### config.mk
export PLATFORM = sky130hd
export DESIGN_NAME = mem_arbiter_flat
export DESIGN_NICKNAME = d
export VERILOG_FILES = /design/src/rtl/mem_arbiter_pkg.sv /design/src/rtl/mem_arbiter_if.sv /design/src/rtl/arb_starve_ctr.sv /design/src/rtl/mem_arbiter.sv /design/src/flat_wrapper.sv
export SDC_FILE = /design/constraint.sdc
export NUM_CORES = 1
export LEC_CHECK = 0
export BUFFER_PORTS_ARGS = -buffer_cell sky130_fd_sc_hd__buf_2
export CAP_MARGIN = 40
export CORE_MARGIN = 8
export CORE_UTILIZATION = 40
export CTS_CLUSTER_SIZE = 20
export DETAILED_ROUTE_END_ITERATION = 10
export PLACE_DENSITY = 0.81
export SKIP_LAST_GASP = 1
export SLEW_MARGIN = 20
export SYNTH_ARGS = -nofsm -noshare
export SYNTH_HDL_FRONTEND = slang
export SYNTH_SLANG_ARGS = --single-unit
### constraint.sdc
create_clock -name clk -period 1.8 [get_ports clk]
set_input_delay 0.27 -clock clk [delete_from_list [all_inputs] [get_ports clk]]
set_output_delay 0.27 -clock clk [all_outputs]
set_load 0.01 [all_outputs]
### src/rtl/mem_arbiter_pkg.sv
// Shared types for the unified-memory arbiter of the RV16I core.
//   state_t     : arbiter FSM states
//   owner_t     : which requester owns the in-flight transaction
//   mem_req_t   : latched memory command (we, addr, wdata)
package mem_arbiter_pkg;

  typedef enum logic [1:0] {
    IDLE  = 2'd0,
    ISSUE = 2'd1,
    RESP  = 2'd2
  } state_t;

  typedef enum logic {
    OWN_IF = 1'b0,
    OWN_D  = 1'b1
  } owner_t;

  typedef struct packed {
    logic        we;
    logic [15:0] addr;
    logic [15:0] wdata;
  } mem_req_t;

endpackage

### src/rtl/mem_arbiter_if.sv
// Handshake bundle between the core's fetch/data ports, the arbiter and the
// memory macro / bus bridge.
//   slave  : arbiter side (takes requests and memory responses, drives
//            grants, responses and the memory command)
//   master : environment side (core requesters plus memory)
interface mem_arbiter_if;

  // fetch port
  logic        if_req_i;
  logic [15:0] if_addr_i;
  logic        if_gnt_o;
  logic        if_rvalid_o;

  // data port
  logic        d_req_i;
  logic        d_we_i;
  logic [15:0] d_addr_i;
  logic [15:0] d_wdata_i;
  logic        d_gnt_o;
  logic        d_rvalid_o;

  // shared response
  logic [15:0] rdata_o;
  logic        err_o;

  // memory side
  logic        mem_req_o;
  logic        mem_we_o;
  logic [15:0] mem_addr_o;
  logic [15:0] mem_wdata_o;
  logic        mem_rvalid_i;
  logic [15:0] mem_rdata_i;

  modport slave (
    input  if_req_i, if_addr_i,
    input  d_req_i, d_we_i, d_addr_i, d_wdata_i,
    input  mem_rvalid_i, mem_rdata_i,
    output if_gnt_o, if_rvalid_o,
    output d_gnt_o, d_rvalid_o,
    output rdata_o, err_o,
    output mem_req_o, mem_we_o, mem_addr_o, mem_wdata_o
  );

  modport master (
    output if_req_i, if_addr_i,
    output d_req_i, d_we_i, d_addr_i, d_wdata_i,
    output mem_rvalid_i, mem_rdata_i,
    input  if_gnt_o, if_rvalid_o,
    input  d_gnt_o, d_rvalid_o,
    input  rdata_o, err_o,
    input  mem_req_o, mem_we_o, mem_addr_o, mem_wdata_o
  );

endinterface

### src/rtl/arb_starve_ctr.sv
// Saturating up-counter tracking consecutive data grants taken while fetch
// was waiting.
//   clk, rst_n : clock, synchronous active-low reset
//   inc        : count one more data grant (ignored once saturated)
//   clr        : return to zero (wins over inc)
//   sat        : count has reached MAX
module arb_starve_ctr
  import mem_arbiter_pkg::*;
#(
  parameter int unsigned MAX = 4
) (
  input  logic clk,
  input  logic rst_n,
  input  logic inc,
  input  logic clr,
  output logic sat
);

  localparam int unsigned CW = $clog2(MAX + 1);

  logic [CW-1:0] cnt;

  assign sat = (cnt == CW'(MAX));

  always_ff @(posedge clk) begin
    if (!rst_n) begin
      cnt <= '0;
    end else if (clr) begin
      cnt <= '0;
    end else if (inc && !sat) begin
      cnt <= cnt + CW'(1);
    end
  end

endmodule

### src/rtl/mem_arbiter.sv
// Arbiter sharing one single-ported 16-bit memory between instruction fetch
// and the MEM/WB data stage. Data has fixed priority, except that fetch wins
// once data has been granted STARVE_MAX times in a row while fetch waited.
// A transaction whose memory response does not arrive within TIMEOUT ISSUE
// cycles is completed with err_o=1 and rdata_o=0.
//   clk, rst_n : clock, synchronous active-low reset
//   bus        : mem_arbiter_if.slave
//                if_* : fetch req/addr in, gnt/rvalid out
//                d_*  : data req/we/addr/wdata in, gnt/rvalid out
//                rdata_o/err_o : shared response, valid with either rvalid
//                mem_* : memory command out (held until mem_rvalid_i),
//                        response/read data in
module mem_arbiter
  import mem_arbiter_pkg::*;
#(
  parameter int unsigned STARVE_MAX = 4,
  parameter int unsigned TIMEOUT    = 16
) (
  input  logic         clk,
  input  logic         rst_n,
  mem_arbiter_if.slave bus
);

  localparam int unsigned TW = $clog2(TIMEOUT + 1);

  state_t        state;
  owner_t        owner;
  mem_req_t      req_q;
  logic [TW-1:0] tmo_cnt;
  logic          mem_req_q;
  logic          if_rvalid_q;
  logic          d_rvalid_q;
  logic [15:0]   rdata_q;
  logic          err_q;

  logic          starve_sat;
  logic          starve_inc;
  logic          starve_clr;
  logic          pick_if;
  logic          pick_d;

  // Grants are combinational in IDLE; gated by rst_n so no grant is ever
  // seen for a cycle whose state update is being discarded by reset.
  always_comb begin
    pick_if = 1'b0;
    pick_d  = 1'b0;
    if (rst_n && state == IDLE) begin
      if (bus.d_req_i && !(starve_sat && bus.if_req_i)) begin
        pick_d = 1'b1;
      end else if (bus.if_req_i) begin
        pick_if = 1'b1;
      end
    end
  end

  assign starve_inc = pick_d && bus.if_req_i;
  assign starve_clr = pick_if || (state == IDLE && !bus.if_req_i);

  arb_starve_ctr #(
    .MAX (STARVE_MAX)
  ) u_starve_ctr (
    .clk   (clk),
    .rst_n (rst_n),
    .inc   (starve_inc),
    .clr   (starve_clr),
    .sat   (starve_sat)
  );

  always_ff @(posedge clk) begin
    if (!rst_n) begin
      state       <= IDLE;
      owner       <= OWN_IF;
      req_q       <= '0;
      tmo_cnt     <= '0;
      mem_req_q   <= 1'b0;
      if_rvalid_q <= 1'b0;
      d_rvalid_q  <= 1'b0;
      rdata_q     <= '0;
      err_q       <= 1'b0;
    end else begin
      if_rvalid_q <= 1'b0;
      d_rvalid_q  <= 1'b0;
      unique case (state)
        IDLE: begin
          if (pick_d || pick_if) begin
            if (pick_d) begin
              owner       <= OWN_D;
              req_q.we    <= bus.d_we_i;
              req_q.addr  <= bus.d_addr_i;
              req_q.wdata <= bus.d_wdata_i;
            end else begin
              owner       <= OWN_IF;
              req_q.we    <= 1'b0;
              req_q.addr  <= bus.if_addr_i;
              req_q.wdata <= '0;
            end
            tmo_cnt   <= '0;
            mem_req_q <= 1'b1;
            state     <= ISSUE;
          end
        end
        ISSUE: begin
          if (bus.mem_rvalid_i || tmo_cnt == TW'(TIMEOUT - 1)) begin
            // Write acks and timeouts both return zero data.
            rdata_q     <= (bus.mem_rvalid_i && !req_q.we) ? bus.mem_rdata_i : '0;
            err_q       <= !bus.mem_rvalid_i;
            tmo_cnt     <= '0;
            mem_req_q   <= 1'b0;
            if_rvalid_q <= (owner == OWN_IF);
            d_rvalid_q  <= (owner == OWN_D);
            state       <= RESP;
          end else begin
            tmo_cnt <= tmo_cnt + TW'(1);
          end
        end
        RESP: begin
          state <= IDLE;
        end
        default: begin
          state <= IDLE;
        end
      endcase
    end
  end

  assign bus.if_gnt_o    = pick_if;
  assign bus.d_gnt_o     = pick_d;
  assign bus.if_rvalid_o = if_rvalid_q;
  assign bus.d_rvalid_o  = d_rvalid_q;
  assign bus.rdata_o     = rdata_q;
  assign bus.err_o       = err_q;
  assign bus.mem_req_o   = mem_req_q;
  assign bus.mem_we_o    = req_q.we;
  assign bus.mem_addr_o  = req_q.addr;
  assign bus.mem_wdata_o = req_q.wdata;

endmodule

### src/flat_wrapper.sv
// flat-port wrapper written by rule: the top's interface ports become plain ports
module mem_arbiter_flat import mem_arbiter_pkg::*;
#(
  parameter int unsigned STARVE_MAX = 4,
  parameter int unsigned TIMEOUT    = 16
)
  (clk, rst_n, bus_if_req_i, bus_if_addr_i, bus_d_req_i, bus_d_we_i, bus_d_addr_i, bus_d_wdata_i, bus_mem_rvalid_i, bus_mem_rdata_i, bus_if_gnt_o, bus_if_rvalid_o, bus_d_gnt_o, bus_d_rvalid_o, bus_rdata_o, bus_err_o, bus_mem_req_o, bus_mem_we_o, bus_mem_addr_o, bus_mem_wdata_o);
  mem_arbiter_if bus_i ();
  input  logic clk;
  input  logic rst_n;
  input wire logic [$bits(bus_i.if_req_i)-1:0] bus_if_req_i;
  input wire logic [$bits(bus_i.if_addr_i)-1:0] bus_if_addr_i;
  input wire logic [$bits(bus_i.d_req_i)-1:0] bus_d_req_i;
  input wire logic [$bits(bus_i.d_we_i)-1:0] bus_d_we_i;
  input wire logic [$bits(bus_i.d_addr_i)-1:0] bus_d_addr_i;
  input wire logic [$bits(bus_i.d_wdata_i)-1:0] bus_d_wdata_i;
  input wire logic [$bits(bus_i.mem_rvalid_i)-1:0] bus_mem_rvalid_i;
  input wire logic [$bits(bus_i.mem_rdata_i)-1:0] bus_mem_rdata_i;
  output wire logic [$bits(bus_i.if_gnt_o)-1:0] bus_if_gnt_o;
  output wire logic [$bits(bus_i.if_rvalid_o)-1:0] bus_if_rvalid_o;
  output wire logic [$bits(bus_i.d_gnt_o)-1:0] bus_d_gnt_o;
  output wire logic [$bits(bus_i.d_rvalid_o)-1:0] bus_d_rvalid_o;
  output wire logic [$bits(bus_i.rdata_o)-1:0] bus_rdata_o;
  output wire logic [$bits(bus_i.err_o)-1:0] bus_err_o;
  output wire logic [$bits(bus_i.mem_req_o)-1:0] bus_mem_req_o;
  output wire logic [$bits(bus_i.mem_we_o)-1:0] bus_mem_we_o;
  output wire logic [$bits(bus_i.mem_addr_o)-1:0] bus_mem_addr_o;
  output wire logic [$bits(bus_i.mem_wdata_o)-1:0] bus_mem_wdata_o;
  assign bus_i.if_req_i = bus_if_req_i;
  assign bus_i.if_addr_i = bus_if_addr_i;
  assign bus_i.d_req_i = bus_d_req_i;
  assign bus_i.d_we_i = bus_d_we_i;
  assign bus_i.d_addr_i = bus_d_addr_i;
  assign bus_i.d_wdata_i = bus_d_wdata_i;
  assign bus_i.mem_rvalid_i = bus_mem_rvalid_i;
  assign bus_i.mem_rdata_i = bus_mem_rdata_i;
  assign bus_if_gnt_o = bus_i.if_gnt_o;
  assign bus_if_rvalid_o = bus_i.if_rvalid_o;
  assign bus_d_gnt_o = bus_i.d_gnt_o;
  assign bus_d_rvalid_o = bus_i.d_rvalid_o;
  assign bus_rdata_o = bus_i.rdata_o;
  assign bus_err_o = bus_i.err_o;
  assign bus_mem_req_o = bus_i.mem_req_o;
  assign bus_mem_we_o = bus_i.mem_we_o;
  assign bus_mem_addr_o = bus_i.mem_addr_o;
  assign bus_mem_wdata_o = bus_i.mem_wdata_o;
  mem_arbiter #(.STARVE_MAX(STARVE_MAX), .TIMEOUT(TIMEOUT)) u_core (.clk(clk), .rst_n(rst_n), .bus(bus_i));
endmodule
# Word level (Yosys, flattened, before mapping)
# Index checks and enable logic that the tools add are counted.
# classes
bitwise	2
eq_ne	5
n_mux	17
addsub	2
reduce_logical	24
# ops
operator	n
33-bit 2-to-1 mux	1
16-bit 2-to-1 mux	1
5-bit 2-to-1 mux	2
5-bit one-hot mux with 2 select lines	1
1-bit 2-to-1 mux	8
2-bit AND reduction	4
1-bit logical AND	7
3-bit AND reduction	2
5-bit by 1-bit adder with 5-bit output, second input constant	1
5-bit by 4-bit equality test with 1-bit output, second input constant	1
1-bit zero test	5
2-bit 2-to-1 mux	2
2-bit one-hot mux with 2 select lines	1
3-bit by 1-bit adder with 3-bit output, second input constant	1
3-bit equality test, second input constant	1
1-bit logical OR	3
2-bit by 1-bit equality test with 1-bit output, second input constant	1
2-bit zero test	1
2-bit by 1-bit inequality test with 1-bit output, second input constant	1
2-bit inequality test, second input constant	1
1-bit inverter	2
1-bit one-hot mux with 2 select lines	1
2-bit nonzero test	1
2-bit OR reduction	1
# totals
regBits	64
out_inout_bits	55
wordCells	62
inputBits	70

# Longest topological paths before layout
# Gate-level depths: netlist (run 1).
# logic_depth
depth_word	9
mapped_depth	8
mapped_depth_nobuf	7

# Cells and area by module
# A second synthesis (run 1) with hierarchy kept.
# unflattened
cells_unflattened	292
area_unflattened_um2	2763.9
# by_module_without_submodules
mod	area_per_inst_um2	n_inst	seq_area_each_um2	cells_per_inst
mem_arbiter	2576.2	1	1221.2	274
arb_starve_ctr	187.7	1	60.1	18

# Worst setup path before layout (run 1)
# OpenSTA, ideal clock, no wires.
# synth_path
kind	register to register
from	register u_core.tmo_cnt[0]
to	register u_core.tmo_cnt[3]
stages_incl_launch_ff	7
period_less_slack_ns	1.729
required_ns	1.709
setup_ns	0.091
n_path_buf	0
setup_slack_ns	0.071
arrival_ns	1.638
cell_sequence	dfxtp_1 ha_1 and3_1 ha_1 nor4b_4 a41oi_1 a311oi_1
# synth_between
elab_chain_len	4
elab_cells_between_ends	5
cone_classes	add/sub (1); eq/ne (1); mux (2); reduce/logical (1)
# synth_rtl
element	line	source
from (decl)	mem_arbiter.sv:29	logic [TW-1:0] tmo_cnt;
from (signal assigned)	mem_arbiter.sv:113	tmo_cnt <= tmo_cnt + TW'(1);
branches (longest 2 deep; another with 5-bit by 1-bit adder with 5-bit output)	n/a	
5-bit 2-to-1 mux *	mem_arbiter.sv:103	if (bus.mem_rvalid_i || tmo_cnt == TW'(TIMEOUT - 1)) begin
5-bit one-hot mux with 2 select lines *	mem_arbiter.sv:83	unique case (state)
# Every way passes the cells marked *.
# A chain may end at the register's enable or synchronous reset.

# Final worst setup path (run 1)
# layout_path
from	register u_core.u_starve_ctr.cnt[1]
to	output port bus_if_gnt_o
# layout_between
elab_chain_len	6
# layout_rtl
element	line	source
from (decl)	arb_starve_ctr.sv:21	logic [CW-1:0] cnt;
from (signal assigned)	arb_starve_ctr.sv:31	cnt <= cnt + CW'(1);
3-bit equality test	arb_starve_ctr.sv:23	assign sat = (cnt == CW'(MAX));
1-bit logical AND	mem_arbiter.sv:48	if (bus.d_req_i && !(starve_sat && bus.if_req_i)) begin
1-bit zero test	mem_arbiter.sv:48	
1-bit logical AND	mem_arbiter.sv:48	
1-bit 2-to-1 mux	mem_arbiter.sv:48	
1-bit 2-to-1 mux	mem_arbiter.sv:47	if (rst_n && state == IDLE) begin
to (decl)	flat_wrapper.sv:19	output wire logic [$bits(bus_i.if_gnt_o)-1:0] bus_if_gnt_o;
# No other way between the ends.

==> Flow_metrics.wiki, run 1 <==
{| class="wikitable"
! Metric !! Value
|-
| Result of the run || complete, no violations
|-
| Met1 Track Usage GR || 18.11%
|-
| I/O pin count || 125
|-
| Overall routing resource usage || 14.94%
|-
| Die Span Y || 97.65 µm
|-
| Count of input and output buffers || 124
|-
| Share of total power in combinational logic || 14.7%
|-
| Fin Setup TNS || 0 ns
|-
| Worst path arrival time || 1.44 ns
|-
| Mean instance size in the synthesized netlist || 10.50 µm²
|-
| Clock latency at the later pin of the worst-skew pair || 0.33 ns
|-
| Number of synthesis warnings || 0
|-
| Most used standard cells in the synthesized netlist || sky130_fd_sc_hd__dfxtp_1 (64), sky130_fd_sc_hd__a21oi_1 (24), sky130_fd_sc_hd__nand3_1 (19)
|-
| Maximum net fanout on the critical path || 6
|-
| Root cell of the clock tree || sky130_fd_sc_hd__clkbuf_8
|-
| Critical path class || flip-flop to primary output
|-
| Number of search-and-repair iterations in the first detailed-routing pass || 4
|-
| Die boundary width || 97.65 µm
|-
| First-pass GRT wire length || 11890 µm
|-
| Cell area after synthesis || 2666 µm²
|-
| RSZ-0062 raised after global routing || true
|-
| Area after detailed placement || 3363 µm²
|-
| DRC marker count from the first detailed-route iteration || 142
|-
| Global Route met3 Usage || 6.757%
|-
| Worst IR drop on VDD || 0.7646 mV
|-
| Kind of start point of the critical path || flip-flop
|-
| Worst hold path class || input port to flip-flop
|-
| Worst-margin pin slew || 0.3853 ns
|-
| Proportion of netlist area held by the largest area contributor || 48.05%
|-
| Net count reported at finish || 463
|-
| Register area share after synthesis || 48.05%
|-
| Maximum root-to-sink buffer count || 2
|-
| Maxcap violations || 0
|-
| Diodes inserted || 0
|-
| Shortest period the worst path allows || 1.706 ns
|-
| Number of vias per cell after detailed routing || 5.255
|-
| Worst endpoint required time || 1.53 ns
|-
| Achievable Freq || 586.2 MHz
|-
| Top cells by area in the synthesized netlist || sky130_fd_sc_hd__dfxtp_1 (48%), sky130_fd_sc_hd__a22o_1 (5.6%), sky130_fd_sc_hd__a21oi_1 (4.5%)
|-
| Number of synthesized flops with an enable pin || 0
|-
| Number of core rows || 29
|-
| Cts-stage hold buffer count || 0
|-
| Total non-filler cell area in the finished layout || 3714 µm²
|-
| Growth of design area from synthesis to finish || 39.28%
|-
| Switching share of total power || 22.91%
|-
| Area of the die || 9535 µm²
|-
| Synth Register Bits || 64
|-
| Internal cell power || 2.877 mW
|-
| Pwr/cell area || 1005 nW/µm²
|-
| Total Routed Length || 7479 µm
|-
| H-tree levels || 3
|-
| Hpwl dp || 5519 µm
|-
| Post-synthesis net count || 328
|-
| Count of nets left with antenna violations after detail routing || 0
|-
| Remaining global-route overflow || 0
|-
| Cell type contributing the most total cell area after synthesis || sky130_fd_sc_hd__dfxtp_1
|-
| Global-route layer with the greatest usage || met2
|-
| Proportion of register bits with asynchronous set or reset after synthesis || 0%
|-
| Maximum number of pins on one net before global-route repair || 21
|-
| Fraction of final layout cells with drive strength greater than 1 || 46.45%
|-
| TritonCTS clock tree || built
|-
| Critical path endpoint category || primary output
|-
| Final number of hold-violating endpoints || 0
|-
| Portion of total power attributed to sequential cells || 41.6%
|-
| Clk network pwr share || 43.7%
|-
| Clock-pin transition on the worst setup and hold timing paths || 0.07 ns
|-
| Net switching power figure || 0.8549 mW
|-
| DRC violations left || 0
|-
| Count of vias placed by the detailed router || 2475
|-
| Number of antenna violations at the first check in global routing || 0
|-
| Slew HR || 74.31%
|-
| CORE AREA || 6386 µm²
|-
| Slew Viols, Final || 0
|-
| Number of distinct library cell variants in the gate-level netlist after synthesis || 42
|-
| Final weighted congestion in routability-driven placement || 0.7669
|-
| Final Setup Violations || 0
|-
| Setup Skew || 0.007537 ns
|-
| Routed length per placed instance || 15.88 µm
|-
| Vias in the first global route || 2474
|-
| Final cell utilization of the core || 58.15%
|-
| Synthesized instance count || 254
|-
| Count of clock tree sinks || 64
|-
| Share of the clock period used by the worst path || 94.77%
|-
| CTS buffer count || 9
|-
| Most numerous cell in the Yosys netlist || sky130_fd_sc_hd__dfxtp_1
|-
| Reported leakage power || 1.837 nW
|-
| Initial standard-cell utilization of the core || 41.75%
|-
| Met2 Resource Use GR || 22.30%
|-
| Commonest register cell after synthesis || sky130_fd_sc_hd__dfxtp_1
|}
## kinds of logic (layout without fill, tap and decap cells)
logic type	after synthesis	after routing	share of synthesized area, %
AND/OR/NAND/NOR	61	61	15.81
adder cells (fa/ha/maj)	4	4	1.877
multiplexers	7	7	3.942
flip-flops	64	64	48.05
AO/OA/AOI/OAI	91	91	23.93
buffers and inverters	27	167	6.382
## power by group through the flow
stage	Combinational [mW]	Sequential, mW	Clock (mW)
2_1_floorplan	0.283	1.62	0
3_3_place_gp	0.524	1.58	0
3_5_place_dp	0.537	1.58	0
4_1_cts	0.541	1.55	1.67
5_1_grt	0.600	1.56	1.72
6_report	0.549	1.55	1.63
## worst paths after layout
kind / from / to / slack, ns / depth (start not counted)
setup / recovery: u_core.u_starve_ctr.cnt[1]$_SDFFE_PP0P_ / bus_if_gnt_o / 0.09 / 5
hold / removal: bus_mem_rdata_i[14] / u_core.bus.rdata_o[14]$_SDFFE_PN0P_ / 0.15 / 2
setup reg to reg: u_core.tmo_cnt[0]$_SDFFE_PN0P_ / u_core.tmo_cnt[3]$_SDFFE_PN0P_ / 0.11 / 7
hold reg to reg: u_core.bus.mem_req_o$_SDFFE_PN0P_ / u_core.bus.mem_req_o$_SDFFE_PN0P_ / 0.47 / 1
## through the flow
stage | hold slack, ns | instances | setup WS, ns | total power [mW]
after floorplan | 0.3955 | 254 | 0.07076 | 1.902
after global placement | 0.4466 | 449 | 0.03775 | 2.105
after detailed placement | 0.4522 | 449 | -0.008965 | 2.119
after CTS | 0.1365 | 466 | 0.005254 | 3.760
after global routing | 0.1297 | 471 | -0.01120 | 3.886
final | 0.1487 | 471 | 0.09411 | 3.731
## flip-flops by register name (all words and copies together) (netlist names)
register                 count
u_core.bus.mem_we_o          1
u_core.bus.mem_wdata_o      16
u_core.bus.rdata_o          16
u_core.u_starve_ctr.cnt      3
u_core.tmo_cnt               5
u_core.bus.err_o             1
u_core.bus.mem_addr_o       16
u_core.owner                 1
u_core.bus.if_rvalid_o       1
u_core.bus.d_rvalid_o        1
u_core.bus.mem_req_o         1
u_core.state                 2
## what timing repair did
| action | 4_1_cts | 5_1_grt |
|---|---|---|
| setup buffers | 1 | 5 |
| pin swaps | 1 | 5 |
| setup endpoints to repair | 2 | 6 |
| gates resized for setup | 3 | 6 |
## layer usage
metal	routed length [µm]	vias up	share of wire, %
met5	0	-	0
met4	112	0	1.5
met3	671	13	9.0
met2	3373	102	45
met1	3321	1135	44
li1	-	1225	-
## final cells by class
class	count	area, µm²
Inverter	6	22.52
Clock buffer	10	137.6
Multi-Input combinational cell	163	1251
Sequential cell	64	1285
Tap cell	77	96.34
Timing Repair Buffer	145	790.8
Clock inverter	6	130.1
Fill cell	571	2673
## worst max-delay path: stages, from the launching register on
cell and delay (ns):
sky130_fd_sc_hd__dfxtp_1 0.38, sky130_fd_sc_hd__inv_1 0.06, sky130_fd_sc_hd__ha_1 0.22, sky130_fd_sc_hd__a21boi_4 0.22
sky130_fd_sc_hd__nor2_4 0.08, sky130_fd_sc_hd__buf_2 0.15
## cells in the final DEF (no fill, tap or decap), types with 2 or more instances in the layout
master / count
sky130_fd_sc_hd__a21oi_1: 24
sky130_fd_sc_hd__a221o_1: 9
sky130_fd_sc_hd__a22o_1: 17
sky130_fd_sc_hd__a311oi_1: 2
sky130_fd_sc_hd__and3_1: 9
sky130_fd_sc_hd__buf_2: 124
sky130_fd_sc_hd__buf_4: 20
sky130_fd_sc_hd__bufinv_16: 4
sky130_fd_sc_hd__clkbuf_8: 10
sky130_fd_sc_hd__clkinv_2: 2
sky130_fd_sc_hd__dfxtp_1: 63
sky130_fd_sc_hd__ha_1: 2
sky130_fd_sc_hd__inv_1: 4
sky130_fd_sc_hd__inv_2: 2
sky130_fd_sc_hd__mux2_4: 7
sky130_fd_sc_hd__nand2_1: 2
sky130_fd_sc_hd__nand2b_1: 4
sky130_fd_sc_hd__nand3_1: 19
sky130_fd_sc_hd__nand3b_1: 7
sky130_fd_sc_hd__nand4_1: 2
sky130_fd_sc_hd__nor2_1: 3
sky130_fd_sc_hd__nor2_4: 2
sky130_fd_sc_hd__o211a_1: 7
sky130_fd_sc_hd__o211ai_1: 4
sky130_fd_sc_hd__o21a_1: 2
sky130_fd_sc_hd__o21ai_0: 3
sky130_fd_sc_hd__o21ai_1: 18
(Power assumes the default switching activity.)
==> run 2, diff against run 1 <==
- BUFFER_PORTS_ARGS: -buffer_cell sky130_fd_sc_hd__buf_2 -> -buffer_cell sky130_fd_sc_hd__buf_4
- CORE_ASPECT_RATIO: unset -> 1.25
- SYNTH_HIERARCHICAL: unset -> 1
==> run 2 against run 1 <==
Non-clock buffer count rose by 1. Worst hold slack got worse by 0.0074 ns. Die area rose by 3.2%.
==> Flow_metrics.wiki, run 2 <==
{| class="wikitable"
! Metric !! Value
|-
| Result of the run || complete, no violations
|-
| Number of search-and-repair iterations in the first detailed-routing pass || 4
|-
| Internal cell power || 2.477 mW
|-
| DRC marker count from the first detailed-route iteration || 210
|-
| Number of cells on the worst reg-to-reg path || 6
|-
| Commonest register cell after synthesis || sky130_fd_sc_hd__dfxtp_1
|-
| Mean instance size in the synthesized netlist || 9.465 µm²
|-
| Total Routed Length || 8910 µm
|-
| CORE AREA || 6849 µm²
|-
| Critical path endpoint category || flip-flop
|-
| Setup WS pre-CTS || -0.05032 ns
|-
| Portion of total power attributed to sequential cells || 45.8%
|-
| Maximum number of pins on one net before global-route repair || 32
|-
| Clock latency at the later pin of the worst-skew pair || 0.33 ns
|-
| Share of total power in combinational logic || 19.0%
|-
| Worst Hold Depth || 2
|-
| Root cell of the clock tree || sky130_fd_sc_hd__clkbuf_8
|-
| Slew HR || 72.59%
|-
| Count of vias placed by the detailed router || 2801
|-
| Synth Register Bits || 64
|-
| Post-synthesis net count || 366
|-
| DRC violations left || 0
|-
| Worst hold path class || input port to flip-flop
|-
| Critical Path Slowest Stage Cell || sky130_fd_sc_hd__nor4b_4
|-
| Number of vias per cell after detailed routing || 5.428
|-
| Post-route worst hold slack || 0.1412 ns
|-
| Die boundary width || 90.35 µm
|-
| Initial standard-cell utilization of the core || 40.35%
|-
| Area after detailed placement || 3771 µm²
|-
| Final cell utilization of the core || 60.03%
|-
| Maximum net fanout on the critical path || 6
|-
| Proportion of register bits with asynchronous set or reset after synthesis || 0%
|-
| Routed length per placed instance || 17.27 µm
|-
| First-pass GRT wire length || 13790 µm
|-
| Number of synthesis warnings || 6
|-
| Area of the die || 9842 µm²
|-
| Switching share of total power || 25.89%
|-
| Vias in the first global route || 2768
|-
| Count of clock tree sinks || 64
|-
| Number of standard cells in the layout, taps in and fillers out || 516
|-
| Final weighted congestion in routability-driven placement || 0.8320
|-
| Share of the clock period used by the worst path || 97.31%
|-
| Synthesized instance count || 292
|-
| Worst endpoint required time || 2.03 ns
|-
| Fraction of final layout cells with drive strength greater than 1 || 43.43%
|-
| Maximum root-to-sink buffer count || 2
|-
| Diodes inserted || 0
|-
| CP peak stage delay || 0.38 ns
|-
| Reported leakage power || 1.728 nW
|-
| Worst path arrival time || 1.99 ns
|-
| CTS buffer count || 9
|-
| Number of distinct library cell variants in the gate-level netlist after synthesis || 46
|-
| Register area share after synthesis || 46.36%
|-
| Cell area after synthesis || 2764 µm²
|-
| Commonest non-fill, non-tap cell in the layout || sky130_fd_sc_hd__buf_4
|-
| Count of input and output buffers || 124
|-
| Top cells by area in the synthesized netlist || sky130_fd_sc_hd__dfxtp_1 (46%), sky130_fd_sc_hd__a21oi_1 (7.1%), sky130_fd_sc_hd__nand3_1 (6.2%)
|-
| H-tree levels || 3
|-
| Shortest period the worst path allows || 1.752 ns
|-
| Overall routing resource usage || 17.35%
|-
| Post-layout power || 3.343 mW
|-
| Die Span Y || 108.9 µm
|-
| Number of core rows || 34
|-
| Proportion of netlist area held by the largest area contributor || 46.36%
|-
| Number of antenna violations at the first check in global routing || 0
|-
| Setup Skew || 0.009200 ns
|-
| Crit-path cells || ha_2 > and3_4 > ha_4 > nor4b_4 > a41oi_1 > a311oi_1
|-
| Clk network pwr share || 35.2%
|-
| Fin Setup TNS || 0 ns
|-
| Count of nets left with antenna violations after detail routing || 0
|-
| Critical path class || flip-flop to flip-flop
|-
| Cell type contributing the most total cell area after synthesis || sky130_fd_sc_hd__dfxtp_1
|-
| Number of synthesized flops with an enable pin || 0
|-
| Net count reported at finish || 496
|-
| Pwr/cell area || 813.0 nW/µm²
|-
| Remaining global-route overflow || 0
|-
| Placed Instances || 495
|-
| Worst IR drop on VDD || 0.5829 mV
|-
| Net switching power figure || 0.8654 mW
|-
| Growth of design area from synthesis to finish || 48.75%
|-
| Most used standard cells in the synthesized netlist || sky130_fd_sc_hd__dfxtp_1 (64), sky130_fd_sc_hd__a21oi_1 (39), sky130_fd_sc_hd__nand3_1 (34)
|-
| Worst-margin pin slew || 0.4094 ns
|-
| Final number of hold-violating endpoints || 0
|-
| TritonCTS clock tree || built
|-
| Maxcap violations || 0
|-
| Kind of start point of the critical path || flip-flop
|-
| Slew Viols, Final || 0
|-
| Leading cell types in the layout, fill and taps excluded || sky130_fd_sc_hd__buf_4 (141), sky130_fd_sc_hd__dfxtp_1 (60), sky130_fd_sc_hd__a21oi_1 (39), sky130_fd_sc_hd__nand3_1 (34), sky130_fd_sc_hd__o21ai_1 (30)
|-
| Hpwl dp || 6332 µm
|-
| Total non-filler cell area in the finished layout || 4111 µm²
|-
| Final Setup Violations || 0
|-
| Most numerous cell in the Yosys netlist || sky130_fd_sc_hd__dfxtp_1
|-
| Achievable Freq || 570.9 MHz
|-
| I/O pin count || 125
|-
| Worst Slack Setup Final || 0.04848 ns
|-
| Clock-pin transition on the worst setup and hold timing paths || 0.07 ns
|}
==> run 2: cell count changes after synthesis, sizes merged, moves of 4 or more <==
cell / before / now
a311oi: 2 / 18
nand2: 2 / 7
and3: 10 / 2
o21ai: 21 / 35
mux2: 7 / 0
a221o: 9 / 0
clkbuf: 3 / 9
a21oi: 24 / 39
nand3: 19 / 34
o211a: 7 / 0
nand3b: 7 / 3
==> run 2: worst max-delay path: cells and delay by family, from the launching register on <==
kind	cells	cell delay, ns
AOI/OAI and AO/OA	2	0.41
adders and majority gates	2	0.36
DFF	1	0.32
and+or+nand+nor	2	0.56
==> run 2: final cells by class <==
class                           instances  area [µm²]
Tap cell                               90       112.6
Timing Repair Buffer                  146        1146
Inverter                                4       15.01
Sequential cell                        64        1291
Clock inverter                          4       45.04
Fill cell                             560        2738
Multi-Input combinational cell        197        1360
Clock buffer                           11       141.4
==> run 2: path summary, 6_finish.rpt <==
| kind | slack (ns) | start | endpoint |
|---|---|---|---|
| max reg2reg | 0.05 | u_core/tmo_cnt[0]$_SDFFE_PN0P_ | u_core/tmo_cnt[3]$_SDFFE_PN0P_ |
| max | 0.05 | u_core/tmo_cnt[0]$_SDFFE_PN0P_ | u_core/tmo_cnt[3]$_SDFFE_PN0P_ |
| min | 0.14 | bus_mem_rdata_i[14] | u_core/bus.rdata_o[14]$_SDFFE_PN0P_ |
| min reg2reg | 0.48 | u_core/bus.rdata_o[13]$_SDFFE_PN0P_ | u_core/bus.rdata_o[13]$_SDFFE_PN0P_ |
==> run 2: layer usage <==
layer | global-route usage (%) | up-vias | share of wire (%)
li1 | - | 1356 | -
met1 | 19.71 | 1294 | 39
met2 | 27.92 | 128 | 50
met3 | 4.683 | 23 | 7.0
met4 | 12.75 | 0 | 3.8
met5 | 0 | - | 0
==> run 2: power by group through the flow <==
stage | logic [mW] | clock network (mW) | registers, mW
after global routing | 0.686 | 1.28 | 1.54
after CTS | 0.613 | 1.22 | 1.53
after global placement | 0.581 | 0 | 1.56
after floorplan | 0.281 | 0 | 1.59
after detailed placement | 0.594 | 0 | 1.56
final | 0.635 | 1.18 | 1.53
==> run 2: cell families (layout without fill, tap and decap cells) <==
logic type | count (synthesis) | count (layout) | share of synthesized area, %
DFF | 64 | 64 | 46.36
adders and majority gates | 4 | 4 | 1.811
and+or+nand+nor | 71 | 71 | 16.43
muxes | 2 | 2 | 0.7243
AOI/OAI and AO/OA | 120 | 120 | 28.02
buffers and inverters | 31 | 165 | 6.654
==> run 2: what timing repair did <==
| item | CTS | global route |
|---|---|---|
| endpoints found under the hold margin | 0 | 0 |
| cloned | 0 | 1 |
| setup endpoints to repair | 6 | 9 |
| resized for setup | 17 | 8 |
| pin swaps | 5 | 5 |
| hold buffers | 0 | 0 |
| buffers inserted | 3 | 2 |
==> run 3, diff against run 2 <==
- CORE_ASPECT_RATIO: 1.25 -> unset
==> run 3 against run 2 <==
The run now ends with setup timing left. Wire length is 0.18% lower. Final cell count is 1.6% lower. Sequential cell count stayed put. Utilization is 1.1 points higher. Worst setup slack lost 0.058 ns. Combinational power shrank 2%. Sequential share of layout area decreased by 0.13 points. Clock power up 21%. Via count is 0.36% higher. Clock skew is 0.00099 ns lower. Worst hold slack worse by 0.016 ns. Largest cell class unchanged.
==> Flow_metrics.wiki, run 3 (synthesized netlist as in run 2, its figures left out) <==
{| class="wikitable"
! Metric !! Value
|-
| Maximum number of pins on one net before global-route repair || 38
|-
| Switching share of total power || 26.65%
|-
| Number of vias per cell after detailed routing || 5.533
|-
| Setup WS pre-CTS || -0.07588 ns
|-
| Clock-pin transition on the worst setup and hold timing paths || 0.08 ns
|-
| Clk network pwr share || 39.9%
|-
| Worst IR drop on VDD || 0.5466 mV
|-
| Slew Viols, Final || 0
|-
| Count of clock tree sinks || 64
|-
| Startpoint of the most critical setup path || u_core/tmo_cnt[0]$_SDFFE_PN0P_
|-
| Growth of design area from synthesis to finish || 49.39%
|-
| Die boundary width || 99.13 µm
|-
| Worst Hold Launch || bus_mem_rdata_i[7]
|-
| Final number of hold-violating endpoints || 0
|-
| Commonest non-fill, non-tap cell in the layout || sky130_fd_sc_hd__buf_4
|-
| Shortest period the worst path allows || 1.810 ns
|-
| Count of vias placed by the detailed router || 2811
|-
| Count of nets left with antenna violations after detail routing || 0
|-
| Violations in the final reports || setup timing
|-
| Total Routed Length || 8894 µm
|-
| Overall routing resource usage || 17.67%
|-
| H-tree levels || 3
|-
| Slew HR || 74.33%
|-
| DRC violations left || 0
|-
| Net switching power figure || 0.9537 mW
|-
| Maximum net fanout on the critical path || 3
|-
| Worst path arrival time || 2.05 ns
|-
| I/O pin count || 125
|-
| Maximum root-to-sink buffer count || 2
|-
| CTS buffer count || 9
|-
| Area of the die || 9826 µm²
|-
| Net count reported at finish || 497
|-
| Worst-margin pin slew || 0.3851 ns
|-
| Share of the clock period used by the worst path || 100.5%
|-
| Placed Instances || 482
|-
| Fillcell total || 561
|-
| Remaining global-route overflow || 0
|-
| Setup Skew || 0.008208 ns
|-
| TritonCTS clock tree || built
|-
| Final Setup Violations || 1
|-
| Critical path class || flip-flop to flip-flop
|-
| Achievable Freq || 552.6 MHz
|-
| Cts-stage hold buffer count || 0
|-
| Number of antenna violations at the first check in global routing || 0
|-
| First-pass GRT wire length || 14190 µm
|-
| Diodes inserted || 0
|-
| Result of the run || finished with violations
|-
| Maxcap violations || 0
|-
| RSZ-0062 raised after global routing || true
|-
| Worst endpoint required time || 2.04 ns
|-
| Die Span Y || 99.13 µm
|-
| Clock latency at the later pin of the worst-skew pair || 0.35 ns
|-
| Kind of start point of the critical path || flip-flop
|-
| Post-layout power || 3.579 mW
|-
| Origin of the critical flop-to-flop path || u_core/tmo_cnt[0]$_SDFFE_PN0P_
|-
| Number of core rows || 30
|-
| Worst hold path class || input port to flip-flop
|-
| Worst Slack Setup Final || -0.009547 ns
|-
| Count of input and output buffers || 124
|-
| Leading cell types in the layout, fill and taps excluded || sky130_fd_sc_hd__buf_4 (143), sky130_fd_sc_hd__dfxtp_1 (58), sky130_fd_sc_hd__a21oi_1 (39), sky130_fd_sc_hd__nand3_1 (34), sky130_fd_sc_hd__o21ai_1 (30)
|-
| Root cell of the clock tree || sky130_fd_sc_hd__clkbuf_8
|-
| Internal cell power || 2.625 mW
|-
| Hpwl dp || 6177 µm
|-
| DRC marker count from the first detailed-route iteration || 205
|-
| Vias in the first global route || 2829
|-
| Reported leakage power || 1.727 nW
|-
| Number of search-and-repair iterations in the first detailed-routing pass || 4
|-
| Area used by multi-input combinational logic || 1366 µm²
|-
| Pwr/cell area || 866.8 nW/µm²
|-
| Portion of total power attributed to sequential cells || 42.8%
|-
| CORE AREA || 6756 µm²
|-
| Final weighted congestion in routability-driven placement || 0.7796
|-
| Area used by sequential logic in the layout || 1291 µm²
|-
| Routed length per placed instance || 17.51 µm
|-
| Number of standard cells in the layout, taps in and fillers out || 508
|-
| Fraction of final layout cells with drive strength greater than 1 || 44.86%
|-
| Initial standard-cell utilization of the core || 40.91%
|-
| Critical path endpoint category || flip-flop
|-
| Share of total power in combinational logic || 17.3%
|}
==> run 3: cell types whose count changed in the layout (fill, tap and decap cells not counted), moves of 2 or more <==
cell                         before  now
sky130_fd_sc_hd__clkinv_2         3    0
sky130_fd_sc_hd__clkinvlp_4       0    3
sky130_fd_sc_hd__dfxtp_2          2    5
sky130_fd_sc_hd__dfxtp_1         60   58
sky130_fd_sc_hd__buf_4          141  143
==> run 3: through the flow <==
| stage | cell area, µm² | utilization (%) | setup TNS, ns | hold slack, ns |
|---|---|---|---|---|
| detailed placement | 3736 | 55.30 | -0.1236 | 0.4655 |
| global placement | 3736 | 55.30 | 0 | 0.4629 |
| floorplan | 2764 | - | 0 | 0.3666 |
| CTS | 4054 | 60.00 | 0 | 0.1079 |
| finish | 4129 | 61.11 | -0.009547 | 0.1255 |
| global route | 4129 | 61.11 | -0.1820 | 0.1097 |
==> run 3: cell type report <==
class,instances,area share (%)
Multi-Input combinational cell,197,33.09
Sequential cell,64,31.27
Timing Repair Buffer,147,27.30
Clock buffer,10,3.333
Tap cell,80,2.424
Clock inverter,6,2.212
Inverter,4,0.3636
==> run 3: power groups by stage <==
| stage | sequential (mW) | clock (mW) | combinational (mW) |
|---|---|---|---|
| floorplan | 1.59 | 0 | 0.281 |
| global placement | 1.56 | 0 | 0.581 |
| detailed placement | 1.56 | 0 | 0.593 |
| CTS | 1.53 | 1.45 | 0.610 |
| global route | 1.54 | 1.52 | 0.673 |
| finish | 1.53 | 1.43 | 0.620 |
==> run 3: worst max-delay path: stages, from the launching register on <==
cell	delay, ns
sky130_fd_sc_hd__dfxtp_2	0.33
sky130_fd_sc_hd__ha_2	0.19
sky130_fd_sc_hd__and3_4	0.19
sky130_fd_sc_hd__ha_4	0.17
sky130_fd_sc_hd__nor4b_4	0.27
sky130_fd_sc_hd__buf_4	0.18
sky130_fd_sc_hd__a21oi_1	0.06
sky130_fd_sc_hd__a311oi_1	0.32
==> run 3: final timing paths <==
path | cells after the start | end | slack (ns)
worst max-delay path | 7 | u_core/tmo_cnt[2]$_SDFFE_PN0P_ | -0.01
worst min-delay path | 2 | u_core/bus.rdata_o[7]$_SDFFE_PN0P_ | 0.13
worst max register to register | 7 | u_core/tmo_cnt[2]$_SDFFE_PN0P_ | -0.01
worst min register to register | 1 | u_core/bus.rdata_o[7]$_SDFFE_PN0P_ | 0.48
==> run 3: what timing repair did <==
| action | CTS | global route |
|---|---|---|
| setup buffers | 6 | 4 |
| setup endpoints to repair | 6 | 10 |
| cloned | 0 | 0 |
| pin swaps | 2 | 6 |
| gates resized for setup | 14 | 12 |
| endpoints found under the hold margin | 0 | 0 |
==> run 3: per-layer routing <==
layer	GRT usage, %	vias to the layer above	part of all wire [%]
met5	0	-	0
met3	5.726	20	7.8
li1	-	1363	-
met1	19.85	1320	39
met2	29.05	108	51
met4	9.779	0	2.6
